`src/rtl/down_counter_pkg.sv`:
```
// Shared types for the down-counter timer.
//
// dc_state_t : controller state, IDLE (waiting for load/start) or RUN (counting down).
package down_counter_pkg;

    typedef enum logic {
        ST_IDLE = 1'b0,
        ST_RUN  = 1'b1
    } dc_state_t;

endpackage

```
`src/rtl/down_counter_timer.sv`:
```
// Loadable, start/stop-controlled down-counter with a one-cycle terminal-count pulse.
// Intended as a timeout/delay timer: load a count, start it, get `done` when it hits zero.
//
// Parameters
//   WIDTH       counter width in bits
// Ports
//   clock       in   single clock, all state updates on its rising edge
//   reset_n     in   asynchronous active-low reset
//   enable      in   count-enable, decrements only while running
//   load        in   capture load_value into count_out and the reload register (IDLE only)
//   load_value  in   WIDTH-bit value captured by load
//   start       in   begin countdown from the current (or just-loaded) count (IDLE only)
//   stop        in   abort countdown, count is held (RUN only)
//   count_out   out  current counter value
//   busy        out  high while running
//   done        out  registered one-cycle pulse on terminal count
//
// Build option
//   DOWN_COUNTER_AUTO_RELOAD_EN : when defined, reaching terminal count reloads the counter
//   from the reload register and keeps running, giving a periodic done until stop.
module down_counter_timer
    import down_counter_pkg::*;
#(
    parameter int unsigned WIDTH = 4
) (
    input  logic             clock,
    input  logic             reset_n,
    input  logic             enable,
    input  logic             load,
    input  logic [WIDTH-1:0] load_value,
    input  logic             start,
    input  logic             stop,
    output logic [WIDTH-1:0] count_out,
    output logic             busy,
    output logic             done
);

    dc_state_t        state_q, state_d;
    logic [WIDTH-1:0] count_q, count_d;
    logic [WIDTH-1:0] reload_q, reload_d;
    logic             done_q, done_d;

    // Count that a start in this cycle would run from: a same-cycle load takes effect first.
    logic [WIDTH-1:0] start_count;

    always_comb begin
        state_d     = state_q;
        count_d     = count_q;
        reload_d    = reload_q;
        done_d      = 1'b0;
        start_count = count_q;

        case (state_q)
            ST_IDLE: begin
                if (load) begin
                    count_d     = load_value;
                    reload_d    = load_value;
                    start_count = load_value;
                end
                if (start) begin
                    // Starting from zero is already terminal: pulse done, never enter RUN.
                    if (start_count != '0) begin
                        state_d = ST_RUN;
                    end else begin
                        done_d = 1'b1;
                    end
                end
            end

            ST_RUN: begin
                // stop has priority over a terminal decrement; zero is never decremented.
                if (stop) begin
                    state_d = ST_IDLE;
                end else if (enable && (count_q != '0)) begin
                    if (count_q == WIDTH'(1)) begin
                        done_d = 1'b1;
`ifdef DOWN_COUNTER_AUTO_RELOAD_EN
                        count_d = reload_q;
`else
                        count_d = '0;
                        state_d = ST_IDLE;
`endif
                    end else begin
                        count_d = count_q - WIDTH'(1);
                    end
                end
            end

            default: begin
                state_d = ST_IDLE;
            end
        endcase
    end

    always_ff @(posedge clock or negedge reset_n) begin
        if (!reset_n) begin
            state_q  <= ST_IDLE;
            count_q  <= '0;
            reload_q <= '0;
            done_q   <= 1'b0;
        end else begin
            state_q  <= state_d;
            count_q  <= count_d;
            reload_q <= reload_d;
            done_q   <= done_d;
        end
    end

    assign count_out = count_q;
    assign busy      = (state_q == ST_RUN);
    assign done      = done_q;

endmodule

```
`config.mk`:
```
export PLATFORM = sky130hd
export DESIGN_NAME = down_counter_timer
export DESIGN_NICKNAME = d
export VERILOG_FILES = /design/src/rtl/down_counter_pkg.sv /design/src/rtl/down_counter_timer.sv
export SDC_FILE = /design/constraint.sdc
export NUM_CORES = 1
export LEC_CHECK = 0
export BUFFER_PORTS_ARGS = -buffer_cell sky130_fd_sc_hd__buf_2
export CORE_MARGIN = 5
export CORE_UTILIZATION = 35
export CTS_BUF_LIST = sky130_fd_sc_hd__clkbuf_8 sky130_fd_sc_hd__clkbuf_16
export DETAILED_ROUTE_END_ITERATION = 7
export SLEW_MARGIN = 20
export SYNTH_ARGS = -nofsm -noshare
export SYNTH_HDL_FRONTEND = slang
export SYNTH_SLANG_ARGS = --single-unit
```
`constraint.sdc`:
```
create_clock -name clock -period 3 [get_ports clock]
set_clock_uncertainty 0.2 [all_clocks]
set_input_delay 0.15 -clock clock [delete_from_list [all_inputs] [get_ports clock]]
set_output_delay 0.15 -clock clock [all_outputs]
set_load 0.03 [all_outputs]
```
# [After elaboration in Yosys (flattened, before gate mapping)]
# Index checks and enable logic that the tools add are counted.
[classes] addsub=1 n_eq_ne=3 n_mux=18 bitwise_logic=1 reduce_logical=4
[op_table] operator="$mux W4" count=5
[op_table] operator="$mux W1" count=10
[op_table] operator="$pmux W4 S2" count=1
[op_table] operator="$reduce_bool A4 Y1" count=2
[op_table] operator="$eq A4 B1 Y1 const B" count=1
[op_table] operator="$pmux W1 S2" count=2
[op_table] operator="$sub A4 B1 Y4 const B" count=1
[op_table] operator="$ne A2 B1 Y1 const B" count=1
[op_table] operator="$ne A2 B2 Y1 const B" count=1
[op_table] operator="$reduce_and A2 Y1" count=1
[op_table] operator="$logic_and A1 B1 Y1" count=1
[op_table] operator="$not A1 Y1" count=1
[totals] ff_bits=6 inputBits=10 out_inout_bits=6 word_cells=30

# [Logic depth before layout (Yosys ltp)]
[logic_depth] word_depth=6 depth_mapped=5 depth_no_buf=5

# [Worst setup path before layout]
# No wires, ideal clock.
[synth_timing] path_type="register to register" startpoint="register count_q[0] (netlist: count_out[0])" endpoint="register count_q[1] (netlist: count_out[1])" setup_time_ns=0.144 arrival_time_ns=1.599 setup_slack_ns=1.058 stages_incl_launch_ff=6 n_path_buf=0 synth_period_minus_slack_ns=1.942 path_cell_list="dfrtp_1 inv_1 ha_1 or3b_2 a311oi_1 a311oi_1"
[synth_via] elab_chain_len=5 word_cells_on_any_way=10
[synth_lines] element="from (decl)" line_no="down_counter_timer.sv:39" rtl="logic [WIDTH-1:0] count_q, count_d;"
[synth_lines] element="from (signal assigned)" line_no="down_counter_timer.sv:103" rtl="count_q <= count_d;"
[synth_lines] element="$sub A4 B1 Y4 or $eq A4 B1 Y1 (tied branches)" line_no="down_counter_timer.sv:84, down_counter_timer.sv:75"
[synth_lines] element="$mux W4" line_no="down_counter_timer.sv:75" rtl="if (count_q == WIDTH'(1)) begin"
[synth_lines] element="$mux W4" line_no="down_counter_timer.sv:74" rtl="end else if (enable && (count_q != '0)) begin"
[synth_lines] element="$mux W4" line_no="down_counter_timer.sv:72" rtl="if (stop) begin"
[synth_lines] element="$pmux W4 S2" line_no="down_counter_timer.sv:53" rtl="case (state_q)"
# Parallel ways exist; a longest one is shown, timed or not. The select of a mux whose other input is x is not followed.
# A chain may end at the register's enable or synchronous reset.

# [Worst setup path after layout]
# Same ends and word-level chain as after synthesis.

==> reports/results.tsv <==
metric	value	unit
max-vdd-ir-drop	0.421	mV
drv_slew	0	
syn_area	465	sq um
drc	0	
cts.hold.buffers_added	3	
rsz0062_at_grt	no	
die_area	2160	sq um
run_status	finished clean	
setup_violations	0	
mostFrequentLayoutCell	buf_2	
period_needed	1.92	ns
cts_tree	yes	
worst_ep_arrival_time	1.79	ns
worst_pin_slew	0.437	ns
io_pins	16	
cp_cell_sequence	inv_1 -> ha_1 -> or3b_2 -> a311oi_1 -> a311oi_1	
hpwlAfterDp	930	um
fin_ws	1.08	ns
worstSkewPairLatency	0.22	ns
drtPass1Iterations	4	
wirelength	1190	um
cts_sinks	6	
synth_nets	64	
die_y	46.5	um
antenna_left	0	
async_flop_share	1.00	
crit_fanout	7	
placedInstanceArea	552	sq um
rr_worst_depth	5	
area_growth	33.9	%
vias	473	
mostFrequentLayoutCells	buf_2 (15), dfrtp_1 (6), inv_1 (5), nor2_1 (4)	
relSlewSlack	0.708	
fin_nets	85	
timing.fmax	521	MHz
r2r_start	count_out[0]	
drt-vias-per-instance	5.56	
root_buffer	clkbuf_8	
worstSetupPathType	reg -> reg	
cts_resized	0	
worstPathRequired	2.88	ns
start_util	0.362	
htree_levels	1	
core-area	1280	sq um
dp_slack	1.10	ns
synth.largest_area_cell	dfrtp_1	
gp_congestion	0.732	
critPathSlowestCell	or3b_2	
grt_pass1_vias	452	
synth-edff-count	0	
power.density	789	nW/um^2
multi_input_area	289	sq um
clk_pin_slew_worst_paths	0.03	ns
ys_seq_area_frac	0.323	
dieWidth	46.5	um
grt_remaining_overflow	0	
synth_cells	51	
finalSetupTns	0	ns
fill_cells	124	
drive_gt1_frac	0.286	
max_stage_delay	0.46	ns
place.port_buffers	15	
drtIter0Drc	10	
synth.distinct_cells	28	
routedWlPerCell	14.0	um
maxCapViolations	0	
path_common_cell	a311oi_1	
rows	13	
p_leak	0.285	nW
ys_top_cells_by_area	dfrtp_1 (32%), ha_1 (8.1%), inv_1 (4.0%)	
rrSetupSlack	1.08	ns
diodes	0	
hold_class	in -> async	
synth_top_area_frac	0.323	
min_period_over_period	0.640	
post_cts_buffers	0	
track_usage	0.131	
cp-end-kind	register	
numCtsBuffers	3	
grt_max_degree	11	
hold_viol_final	0	
seq_area	150	sq um
grt_pass1_wl	2010	um
clockBufferDepth	2	
r2r-end	count_out[1]	
ys_ff_latch	6	
syn_area_per_cell	9.13	sq um
antenna_found_initial	0	
startpoint_type	register	
finalInstanceArea	623	sq um
yosysWarnings	0	
ys.flop_type	dfrtp_1	
-- cells by family after synthesis --
kind of cell,after synthesis,share of synthesized area
multiplexers,1,0.0215
flip-flops,6,0.323
buffers and inverters,7,0.0565
adder cells (fa/ha/maj),3,0.0807
AND/OR/NAND/NOR,19,0.255
AO/OA/AOI/OAI,15,0.263
-- power by group --
group | switching (mW) | internal [mW] | leakage (nW)
sequential | 0.0517 | 0.107 | 0.0709
combinational | 0.131 | 0.0849 | 0.192
clock | 0.0310 | 0.0859 | 0.0216
-- worst max path at each step --
stage,startpoint,cells past startpoint,end
after floorplan,count_out[0],5,count_out[1]
after global placement,count_out[0],5,count_out[1]
after detailed placement,count_out[0],5,count_out[1]
after CTS,count_out[0],5,count_out[1]
after global routing,count_out[0],5,count_out[1]
final,count_out[0],5,count_out[1]
-- through the flow --
| step | hold slack [ns] | total power, mW | utilization | instances |
|---|---|---|---|---|
| after global routing | 0.0980 | 0.531 | 0.485 | 85 |
| after detailed placement | -0.221 | 0.371 | 0.429 | 79 |
| after floorplan | -0.346 | 0.303 | - | 51 |
| after CTS | 0.0767 | 0.494 | 0.485 | 85 |
| after global placement | -0.217 | 0.371 | 0.429 | 79 |
| final | 0.0790 | 0.491 | 0.485 | 85 |
-- metal layers --
layer / up-vias / share of wire / global-route usage
li1: 233 / - / -
met1: 222 / 0.45 / 0.175
met2: 18 / 0.47 / 0.198
met3: 0 / 0.081 / 0.0469
met4: 0 / 0 / 0.0341
met5: - / 0 / 0
-- cell usage after synthesis, drive strengths merged, types with 2 or more instances --
cell type,n
nor2,4
inv,5
nand2,2
a31oi,2
nand2b,2
ha,3
a311oi,2
a2bb2oi,2
clkbuf,2
o21ai,2
nor2b,3
dfrtp,6
-- registers in the layout, indices dropped and copies added (netlist names) --
signal,cells
done,1
busy,1
count_out,4
-- cell type report --
cell class | count | share of cell area
flip-flops and latches | 6 | 0.241
well taps | 15 | 0.0301
repair buffers | 18 | 0.169
inverters | 5 | 0.0301
clock buffers | 3 | 0.0663
multi-input cells | 38 | 0.464
-- critical path: cells and delay by family, from the launching register on --
family	cells	cell delay [ns]
adder cells (fa/ha/maj)	1	0.18
AO/OA/AOI/OAI	2	0.37
AND/OR/NAND/NOR	1	0.46
buffers and inverters	1	0.13
flip-flops	1	0.44
Note: power is estimated with default switching activity, not from simulation.
